<file path="config.mk">
export PLATFORM = sky130hd
export DESIGN_NAME = uart_apb_sequencer
export DESIGN_NICKNAME = d
export VERILOG_FILES = /design/src/rtl/uart_apb_sequencer.sv
export SDC_FILE = /design/constraint.sdc
export NUM_CORES = 1
export LEC_CHECK = 0
export BUFFER_PORTS_ARGS = -buffer_cell sky130_fd_sc_hd__buf_2
export CAP_MARGIN = 0
export CORE_MARGIN = 2
export CORE_UTILIZATION = 28
export CTS_CLUSTER_DIAMETER = 80
export DETAILED_ROUTE_END_ITERATION = 6
export GPL_TIMING_DRIVEN = 1
export PLACE_DENSITY = 0.67
export SLEW_MARGIN = 20
export SYNTH_ARGS = -nofsm -noshare
export SYNTH_HDL_FRONTEND = slang
export SYNTH_SLANG_ARGS = --single-unit
</file>
<file path="constraint.sdc">
create_clock -name clk -period 2.4 [get_ports clk]
set_clock_uncertainty 0.1 [all_clocks]
set_input_delay 0.6 -clock clk [delete_from_list [all_inputs] [get_ports clk]]
set_output_delay 0.6 -clock clk [all_outputs]
set_load 0.05 [all_outputs]
</file>
<file path="src/rtl/uart_apb_sequencer.sv">
// uart_apb_sequencer: APB3 master that initialises a 16550 UART, then shares its register port between a host and a TX byte stream.
// Latency: every transfer is SETUP + ACCESS (>=1 cycle) + 1 idle cycle; host_rsp_valid/tx_ready/init_done rise the cycle after ACCESS completes.
// Backpressure: host_req_ready/tx_ready stay low until init completes; pready stretches ACCESS, bounded by TimeoutCycles only when UART_SEQ_TIMEOUT_EN is defined.
module uart_apb_sequencer #(
  parameter int unsigned             AddressWidth  = 32,
  parameter int unsigned             DataWidth     = 32,
  parameter logic [AddressWidth-1:0] BaseAddr      = '0,
  parameter int unsigned             RegStride     = 4,
  parameter logic [15:0]             Divisor       = 16'd10,
  parameter logic [7:0]              LcrValue      = 8'h03,
  parameter int unsigned             TimeoutCycles = 64
) (
  input  logic                    clk,
  input  logic                    rst_n,
  output logic [AddressWidth-1:0] paddr,
  output logic                    psel,
  output logic                    penable,
  output logic                    pwrite,
  output logic [DataWidth-1:0]    pwdata,
  input  logic [DataWidth-1:0]    prdata,
  input  logic                    pready,
  input  logic                    pslverr,
  input  logic                    host_req_valid,
  output logic                    host_req_ready,
  input  logic                    host_req_write,
  input  logic [2:0]              host_req_reg,
  input  logic [7:0]              host_req_wdata,
  output logic                    host_rsp_valid,
  output logic [7:0]              host_rsp_rdata,
  output logic                    host_rsp_err,
  input  logic                    tx_valid,
  input  logic [7:0]              tx_data,
  output logic                    tx_ready,
  output logic                    init_done,
  output logic                    err_sticky
);

  // 16550 register indices (DLL/DLM alias THR/IER while LCR.DLAB=1)
  localparam logic [2:0] RegThr = 3'd0;
  localparam logic [2:0] RegDll = 3'd0;
  localparam logic [2:0] RegIer = 3'd1;
  localparam logic [2:0] RegDlm = 3'd1;
  localparam logic [2:0] RegFcr = 3'd2;
  localparam logic [2:0] RegLcr = 3'd3;
  localparam logic [2:0] RegLsr = 3'd5;
  localparam logic [2:0] InitLast = 3'd5;

  typedef enum logic [1:0] {APB_IDLE, APB_SETUP, APB_ACCESS} apb_state_t;
  typedef enum logic [1:0] {OWN_INIT, OWN_HOST, OWN_LSR, OWN_THR} owner_t;

  apb_state_t state;
  owner_t     owner;
  logic [2:0] init_idx;
  logic       rr_host;        // 1: host wins a tie, 0: TX wins a tie
  logic       thr_pending;    // LSR poll saw THRE, THR write goes next
  logic       host_is_write;

  logic [2:0] init_reg;
  logic [7:0] init_byte;

  logic       go;
  owner_t     go_owner;
  logic [2:0] go_reg;
  logic       go_write;
  logic [7:0] go_byte;

  logic       timeout;
  logic       xfer_done;
  logic       xfer_err;
  logic       lsr_thre;

  function automatic logic [AddressWidth-1:0] reg_addr(input logic [2:0] idx);
    return BaseAddr + AddressWidth'(idx) * AddressWidth'(RegStride);
  endfunction

  // Init write table: divisor latch opened via DLAB, then final LCR, FIFOs on, interrupts off
  always_comb begin
    init_reg  = RegLcr;
    init_byte = LcrValue | 8'h80;
    case (init_idx)
      3'd0: begin init_reg = RegLcr; init_byte = LcrValue | 8'h80; end
      3'd1: begin init_reg = RegDll; init_byte = Divisor[7:0];     end
      3'd2: begin init_reg = RegDlm; init_byte = Divisor[15:8];    end
      3'd3: begin init_reg = RegLcr; init_byte = LcrValue & 8'h7F; end
      3'd4: begin init_reg = RegFcr; init_byte = 8'h07;            end
      3'd5: begin init_reg = RegIer; init_byte = 8'h00;            end
      default: begin init_reg = RegIer; init_byte = 8'h00;         end
    endcase
  end

  // Pick the next transfer while idle: init first, then a pending THR write, then round-robin host/TX
  always_comb begin
    go       = 1'b0;
    go_owner = OWN_INIT;
    go_reg   = init_reg;
    go_write = 1'b1;
    go_byte  = init_byte;
    if (state == APB_IDLE) begin
      if (!init_done) begin
        go = 1'b1;
      end else if (thr_pending) begin
        go       = 1'b1;
        go_owner = OWN_THR;
        go_reg   = RegThr;
        go_byte  = tx_data;
      end else if (host_req_valid && (rr_host || !tx_valid)) begin
        go       = 1'b1;
        go_owner = OWN_HOST;
        go_reg   = host_req_reg;
        go_write = host_req_write;
        go_byte  = host_req_write ? host_req_wdata : 8'h00;
      end else if (tx_valid) begin
        go       = 1'b1;
        go_owner = OWN_LSR;
        go_reg   = RegLsr;
        go_write = 1'b0;
        go_byte  = 8'h00;
      end
    end
  end

`ifdef UART_SEQ_TIMEOUT_EN
  localparam int unsigned CntWidth = $clog2(TimeoutCycles + 1);
  logic [CntWidth-1:0] wait_cnt;

  // Count ACCESS cycles spent without pready; cleared whenever ACCESS is left or pready arrives
  always_ff @(posedge clk or negedge rst_n) begin
    if (!rst_n) begin
      wait_cnt <= '0;
    end else if (state == APB_ACCESS && !pready) begin
      wait_cnt <= wait_cnt + 1'b1;
    end else begin
      wait_cnt <= '0;
    end
  end

  assign timeout = (state == APB_ACCESS) && !pready &&
                   (wait_cnt == CntWidth'(TimeoutCycles - 1));
`else
  // Without the timeout build ACCESS simply waits for pready
  assign timeout = 1'b0;
  logic unused_timeout_cfg;
  assign unused_timeout_cfg = (TimeoutCycles == 0);
`endif

  // Only the low byte of prdata carries UART register contents
  logic unused_prdata;
  assign unused_prdata = ^prdata[DataWidth-1:8];

  assign xfer_done = (state == APB_ACCESS) && (pready || timeout);
  assign xfer_err  = (penable && pready && pslverr) || timeout;
  assign lsr_thre  = pready && !pslverr && prdata[5];

  // APB master FSM with all bus and handshake outputs registered
  always_ff @(posedge clk or negedge rst_n) begin
    if (!rst_n) begin
      state          <= APB_IDLE;
      owner          <= OWN_INIT;
      init_idx       <= 3'd0;
      rr_host        <= 1'b1;
      thr_pending    <= 1'b0;
      host_is_write  <= 1'b0;
      paddr          <= '0;
      psel           <= 1'b0;
      penable        <= 1'b0;
      pwrite         <= 1'b0;
      pwdata         <= '0;
      host_req_ready <= 1'b0;
      host_rsp_valid <= 1'b0;
      host_rsp_rdata <= 8'h00;
      host_rsp_err   <= 1'b0;
      tx_ready       <= 1'b0;
      init_done      <= 1'b0;
      err_sticky     <= 1'b0;
    end else begin
      host_req_ready <= 1'b0;
      host_rsp_valid <= 1'b0;
      tx_ready       <= 1'b0;
      case (state)
        APB_IDLE: begin
          if (go) begin
            state   <= APB_SETUP;
            owner   <= go_owner;
            psel    <= 1'b1;
            penable <= 1'b0;
            pwrite  <= go_write;
            paddr   <= reg_addr(go_reg);
            pwdata  <= {{(DataWidth-8){1'b0}}, go_byte};
            if (go_owner == OWN_HOST) begin
              host_req_ready <= 1'b1;
              host_is_write  <= host_req_write;
              rr_host        <= 1'b0;
            end
            if (go_owner == OWN_LSR) begin
              rr_host <= 1'b1;
            end
          end
        end
        APB_SETUP: begin
          penable <= 1'b1;
          state   <= APB_ACCESS;
        end
        APB_ACCESS: begin
          if (xfer_done) begin
            state   <= APB_IDLE;
            psel    <= 1'b0;
            penable <= 1'b0;
            if (xfer_err) begin
              err_sticky <= 1'b1;
            end
            case (owner)
              OWN_INIT: begin
                if (init_idx == InitLast) begin
                  init_done <= 1'b1;
                end else begin
                  init_idx <= init_idx + 3'd1;
                end
              end
              OWN_HOST: begin
                host_rsp_valid <= 1'b1;
                host_rsp_err   <= xfer_err;
                host_rsp_rdata <= (host_is_write || timeout) ? 8'h00 : prdata[7:0];
              end
              OWN_LSR: begin
                thr_pending <= lsr_thre;
              end
              OWN_THR: begin
                thr_pending <= 1'b0;
                tx_ready    <= !timeout;
              end
              default: begin
                thr_pending <= 1'b0;
              end
            endcase
          end
        end
        default: begin
          state   <= APB_IDLE;
          psel    <= 1'b0;
          penable <= 1'b0;
        end
      endcase
    end
  end

endmodule

</file>
==> metrics, run 1 <==
Synth Area in Adders=under 10%; Max VDD drop=around 0.63 mV; setup TNS=0 ps; Sink Count=37; vias in the first global route=1485; pre-CTS setup slack=231 ps; #FFs+latches synth=37; CTS Hold Bufs=0; initial antenna violation count=0; first-pass GRT wire length=7490 um; Reg clk slew, reported paths=around 80 ps; Final period util=81.0%; Post-CTS Setup Bufs=0; LEAKAGE=1.37 nW; post-route insts no fill=about 410; Slew HR=between 40% and 50%; cell taking the most area after synthesis=dfrtp_1; Req. time, crit path=2480 ps; Post-synth EDFFs=0; most common cell in the netlist=buf_4; asr flop ratio synth=100%; ranking of synthesized cells by area=dfrtp_1 41%, buf_4 18%, nand2_1 4.3%; CP Class=register to register; commonest cells in the netlist=53 x buf_4, 36 x dfrtp_1, 25 x nand2_1; grt ovf=0; Final Hold Fails=0; Hold WS=299 ps; CP peak stage delay=460 ps; Hold/Removal Path Class=primary input to asynchronous set/reset pin; Slew @ Worst Pin=~830 ps; GRT Util Overall=11.4%; startpoint types=register; synthesized cell area=2200 sq um; Total Power=3.12 mW; routed via count=1689; largest net degree at the start of global routing=38; die height=92.7 um; I/O Pins=139; Seq/Total Area, Yosys=between 40 and 50%; Max Cap Viol=0; Die X-Extent=92.7 um; placed cell area=2470 sq um; status=complete, no violations; FMAX=0.514 GHz; post-DR wirelength/cell=12.1 um; main flop type after synthesis=dfrtp_1; first-pass iteration count of the detailed router=4; critical path, cell by cell=and3b_1, or3b_1, a21oi_2, mux2_2; largest family of logic cells by synthesized area=buffers and inverters; area of the multi-input gates=1000 sq um; Mapped Cells=roughly 240; antenna-violating nets left=0; layout cells sized above 1=28.2%; P per Cell Area=1200 nW/um^2; mux cell area share after synthesis=3.07%; Nets=368; Ys Warns=0; slowest CP cell=dfrtp_1; final core utilization=about 34%; 1st-iter DRT viols=61; number of remaining DRC errors=0; CTS Root Cell=clkbuf_8; Yosys top cell area share=around 40%; CTS max path bufs=2; critical-path maximum fanout=6; CTS Buf Count=5; row count=32; minimum clock period=1940 ps; setup ws final=456 ps; vias per inst=4.15; crit path buf inv count=0; Placed Cells=399; CP delay by family, top=simple AND/OR/NAND/NOR gates; xor-xnor portion of the synthesized cell area=0.398%; Port Buf Inserts=61; CP Capture Type=register; ANT cells=0; area fraction in compound gates after synthesis=16.1%; post-synthesis simple-gate area fraction=13.6%; clk_lat worst skew=290 ps; H-Tree Level Count=2; post-route cell area=around 2600 sq um; CTS tree=yes; final setup fails=0; Initial Utilization=28.6%; final slew viol count=0; post-CTS sizing=0; RePlAce Congestion=slightly below 0.9; RSZ-0062 raised after global routing=no; Area growth, synth to finish=17.5%; half-perimeter wire length after placement=3890 um; number of fill cells=around 840; average size of a mapped cell=9.37 sq um; core area=7690 sq um; die area=8580 sq um; Netlist cell types=41; Worst EP arrival=between 2000 and 2500 ps; WL final=4920 um; Storage cell area=between 900 and 1000 sq um
## logic make-up after synthesis
| group | after synthesis |
|---|---|
| fa+ha+maj | 6 |
| mux | 6 |
| other cells | 1 |
| flops | 37 |
| xor+xnor | 1 |
| compound gates | 53 |
| simple gates | 61 |
| buf+inv | 70 |
## path summary, 6_finish.rpt
check	startpoint	endpoint	slack [ps]	cells after the start
max	penable	init_idx[1]	460	4
min	rst_n	host_rsp_rdata[7]	300	1
max reg2reg	penable	init_idx[1]	460	4
min reg2reg	err_sticky	err_sticky	370	1
max in group asynchronous	rst_n	paddr[2]	1380	1
min in group clk	err_sticky	err_sticky	370	1
## layout by cell type (no fill, tap or decap), types with 4 or more instances in the layout
| master | n |
|---|---|
| buf_2 | 61 |
| conb_1 | 53 |
| dfrtp_1 | 36 |
| nand2_1 | 25 |
| o21ai_0 | 17 |
| nor2_1 | 12 |
| inv_1 | 11 |
| nand2b_1 | 8 |
| buf_4 | 8 |
| a22o_1 | 6 |
| mux2_2 | 6 |
| ha_1 | 6 |
| clkbuf_8 | 6 |
| a21oi_1 | 5 |
| a31oi_1 | 5 |
| o41ai_1 | 4 |
## state kept, by name (all words and copies together), names as in the netlist
register        cells
pwrite              1
pwdata              8
state               1
host_rsp_valid      1
penable             1
host_req_ready      1
host_rsp_rdata      8
init_idx            3
host_rsp_err        1
thr_pending         1
paddr               3
psel                1
owner               2
host_is_write       1
err_sticky          1
tx_ready            1
rr_host             1
init_done           1
## worst register-to-register path: cells and delay by family, from the launching register on
family          cells  cell delay, ps
flops               1             460
compound gates      1             190
mux                 1             350
simple gates        2             730
## layout make-up
cell class / instances / share of cell area (%)
clock buffers: 6 / 3.19
repair buffers: 69 / 14.1
multi-input cells: 180 / 38.8
flip-flops and latches: 37 / 35.8
clock inverters: 2 / 1.45
well taps: 102 / 4.93
inverters: 11 / 1.60
## layer usage
metal	vias to the layer above	global-route usage (%)	share of wire, %
met5	-	0	0
met4	0	3.43	1.0
met3	7	3.01	7.9
met2	78	17.9	46
met1	771	15.4	45
li1	833	-	-
## power by group
| part | leakage, nW | total (mW) | internal, mW | switching (mW) |
|---|---|---|---|---|
| clock | 0.0574 | 0.568 | 0.338 | 0.230 |
| sequential | 0.471 | 0.965 | 0.812 | 0.154 |
| combinational | 0.842 | 1.58 | 0.452 | 1.13 |
(Power assumes the default switching activity.)
==> run 2, diff against run 1 <==
- ABC_AREA: unset -> 1
- PLACE_DENSITY: 0.67 -> 0.66
- clock period: 2.4 -> 1.79 ns (I/O delays scaled with it)
==> run 2 against run 1 <==
Highest routed layer unchanged. Global-route usage down 0.13 points. Largest power group unchanged. Largest cell class unchanged. Utilization up 1.6 points. Via count up 13%.
==> metrics, run 2 <==
Seq/Total Area, Yosys=40.5% (was 42.1%); most frequent cells in the layout=63 x nand2_1, 61 x buf_2, 53 x conb_1 (was 61 x buf_2, 53 x conb_1, 36 x dfrtp_1); ranking of synthesized cells by area=dfrtp_1 39%, buf_4 18%, nand2_1 11% (was dfrtp_1 41%, buf_4 18%, nand2_1 4.3%); Initial Utilization=29.3% (was 28.6%); vias in the first global route=1718 (was 1485); ANT cells=0 (unchanged); Placed Cells=454 (was 399); vias per inst=4.11 (was 4.15); Synth Area in Adders=3.28% (was 3.41%); Clk network pwr share=15.7% (was 18.2%); clk_lat worst skew=290 ps (about the same); Die X-Extent=94.4 um (was 92.7 um); critical-path maximum fanout=2 (was 6); P per Cell Area=1760 nW/um^2 (was 1200 nW/um^2); number of fill cells=828 (was 836); minimum clock period=1760 ps (was 1940 ps); CTS Buf Count=5 (unchanged); largest net degree at the start of global routing=23 (was 38); CTS max path bufs=2 (unchanged); critical path, cell by cell=inv_2, a21oi_2, nor2_1, nor2_1, ha_1, or2_1, o21ai_1 (was and3b_1, or3b_1, a21oi_2, mux2_2); first-pass GRT wire length=7870 um (was 7490 um); post-route insts no fill=465 (was 407); Storage cell area=930 sq um (was 927 sq um); status=complete, no violations (unchanged); post-synthesis simple-gate area fraction=24.2% (was 13.6%); register share of total power=29.0% (was 31.0%); Hold/Removal Path Class=primary input to register (was primary input to asynchronous set/reset pin); average size of a mapped cell=8.03 sq um (was 9.37 sq um); Logic pwr share=55.4% (was 50.8%); first-pass iteration count of the detailed router=5 (was 4); Sink Count=37 (unchanged); area of the multi-input gates=1050 sq um (was 1000 sq um); Reg clk slew, reported paths=70 ps (was 80 ps); I/O Pins=139 (unchanged); post-DR wirelength/cell=11.0 um (was 12.1 um); largest family of logic cells by synthesized area=simple AND/OR/NAND/NOR gates (was buffers and inverters); xor-xnor portion of the synthesized cell area=0.383% (was 0.398%); CP most frequent cell=nor2_1; startpoint types=register (unchanged); placed cell area=2590 sq um (was 2470 sq um); Final period util=98.2% (was 81.0%); Max VDD drop=0.725 mV (was 0.632 mV); Netlist cell types=30 (was 41); antenna-violating nets left=0 (unchanged); GRT Util Overall=11.3% (was 11.4%); grt ovf=0 (unchanged); mux cell area share after synthesis=0% (was 3.07%); Final Hold Fails=0 (unchanged); layout cells sized above 1=28.7% (was 28.2%); initial antenna violation count=0 (unchanged); Area growth, synth to finish=20.2% (was 17.5%); H-Tree Level Count=2 (unchanged); CP Class=register to register (unchanged); Largest regs=host_rsp_rdata (8), pwdata (8) (unchanged); FMAX=0.569 GHz (was 0.514 GHz); Max Cap Viol=0 (unchanged); core area=7810 sq um (was 7690 sq um); Yosys top cell area share=39.4% (was 40.9%); area fraction in compound gates after synthesis=8.37% (was 16.1%); Mapped Cells=285 (was 235); Switch Pwr=2.55 mW (was 1.51 mW); CTS Root Cell=clkbuf_8 (unchanged); cell taking the most area after synthesis=dfrtp_1 (unchanged); Post-synth EDFFs=0 (unchanged); leading cell type in the layout, fill and taps excluded=nand2_1 (was buf_2); most common cell in the netlist=nand2_1 (was buf_4); final slew viol count=0 (unchanged); CP Capture Type=register (unchanged); LEAKAGE=1.51 nW (was 1.37 nW); commonest cells in the netlist=65 x nand2_1, 56 x buf_4, 36 x dfrtp_1 (was 53 x buf_4, 36 x dfrtp_1, 25 x nand2_1); Nets=426 (was 368); asr flop ratio synth=100% (unchanged); CTS tree=yes (unchanged); Port Buf Inserts=61 (unchanged); #FFs+latches synth=37 (unchanged); routed via count=1912 (was 1689); Internal=2.30 mW (was 1.60 mW); WL final=5090 um (was 4920 um); final setup fails=0 (unchanged); CP peak stage delay=550 ps (was 460 ps); Ys Warns=0 (unchanged); slowest CP cell=dfstp_2 (was dfrtp_1); synthesized cell area=2290 sq um (was 2200 sq um); die height=94.4 um (was 92.7 um); row count=32 (unchanged); half-perimeter wire length after placement=3950 um (was 3890 um); RePlAce Congestion=0.832 (was 0.867); number of remaining DRC errors=0 (unchanged); setup TNS=0 ps (unchanged); Worst EP arrival=1880 ps (was 2020 ps); Switching Fraction=52.6% (was 48.6%); 1st-iter DRT viols=52 (was 61); RSZ-0062 raised after global routing=yes (was no); post-route cell area=2750 sq um (was 2590 sq um); Req. time, crit path=1910 ps (was 2480 ps); main flop type after synthesis=dfrtp_1 (unchanged); die area=8910 sq um (was 8580 sq um)
[run 2: final timing paths]
kind / start / endpoint / slack [ps] / depth (start not counted)
worst max-delay path: rr_host / rr_host / 30 / 7
worst min-delay path: prdata[4] / host_rsp_rdata[4] / 290 / 3
worst max register to register: rr_host / rr_host / 30 / 7
worst min register to register: host_rsp_rdata[1] / host_rsp_rdata[1] / 380 / 2
max in group asynchronous: rst_n / rr_host / 520 / 3
min in group asynchronous: rst_n / host_rsp_err / 530 / 2
[run 2: cell type report]
cell class                      instances  area share, %
Multi-Input combinational cell        219           38.1
Inverter                               23           3.32
Timing Repair Buffer                   76           15.7
Clock buffer                            6           3.00
Tap cell                              102           4.64
Clock inverter                          2           1.36
Sequential cell                        37           33.8
[run 2: worst max-delay path: cells and delay by family, from the launching register on]
family / cells / cell delay [ps]
adders and majority gates: 1 / 250
DFF: 1 / 550
buffers and inverters: 1 / 50
AOI/OAI and AO/OA: 2 / 300
and+or+nand+nor: 3 / 450
[run 2: kinds of logic (layout without fill, tap and decap cells)]
kind of cell,Yosys count,after routing
buffers and inverters,81,107
adder cells (fa/ha/maj),6,6
other,1,53
AND/OR/NAND/NOR,126,126
XOR/XNOR,1,1
AO/OA/AOI/OAI,33,33
flip-flops,37,37
[run 2: what timing repair did]
item                                   4_1_cts  5_1_grt
endpoints found under the hold margin       13        0
setup endpoints to repair                    0        2
gates resized for setup                      0        7
hold buffers                                 1        0
setup buffers                                0        2
[run 2: power by group through the flow]
stage / clock (mW) / combinational [mW] / sequential, mW
2_1_floorplan: 0 / 1.31 / 2.22
3_3_place_gp: 0 / 2.62 / 1.41
3_5_place_dp: 0 / 2.65 / 1.42
4_1_cts: 0.795 / 2.67 / 1.40
5_1_grt: 0.821 / 2.92 / 1.44
6_report: 0.759 / 2.68 / 1.40
[run 2: metal layers]
metal / vias up / part of all wire [%] / global-route usage, %
met1: 863 / 45 / 14.4
met3: 5 / 8.5 / 3.67
met2: 89 / 46 / 18.9
li1: 955 / - / -
met5: - / 0 / 0
met4: 0 / 0.41 / 1.93
[run 2: metrics by stage]
step           setup slack, ps  util, %  hold slack, ps  power [mW]
5_1_grt                  -37.7     35.2             279        5.18
2_1_floorplan             7.77        -            51.9        3.54
3_5_place_dp             -22.1     33.1             315        4.07
4_1_cts                   18.5     34.8             276        4.86
6_report                  31.5     35.2             287        4.84
3_3_place_gp              9.90     33.1             308        4.03
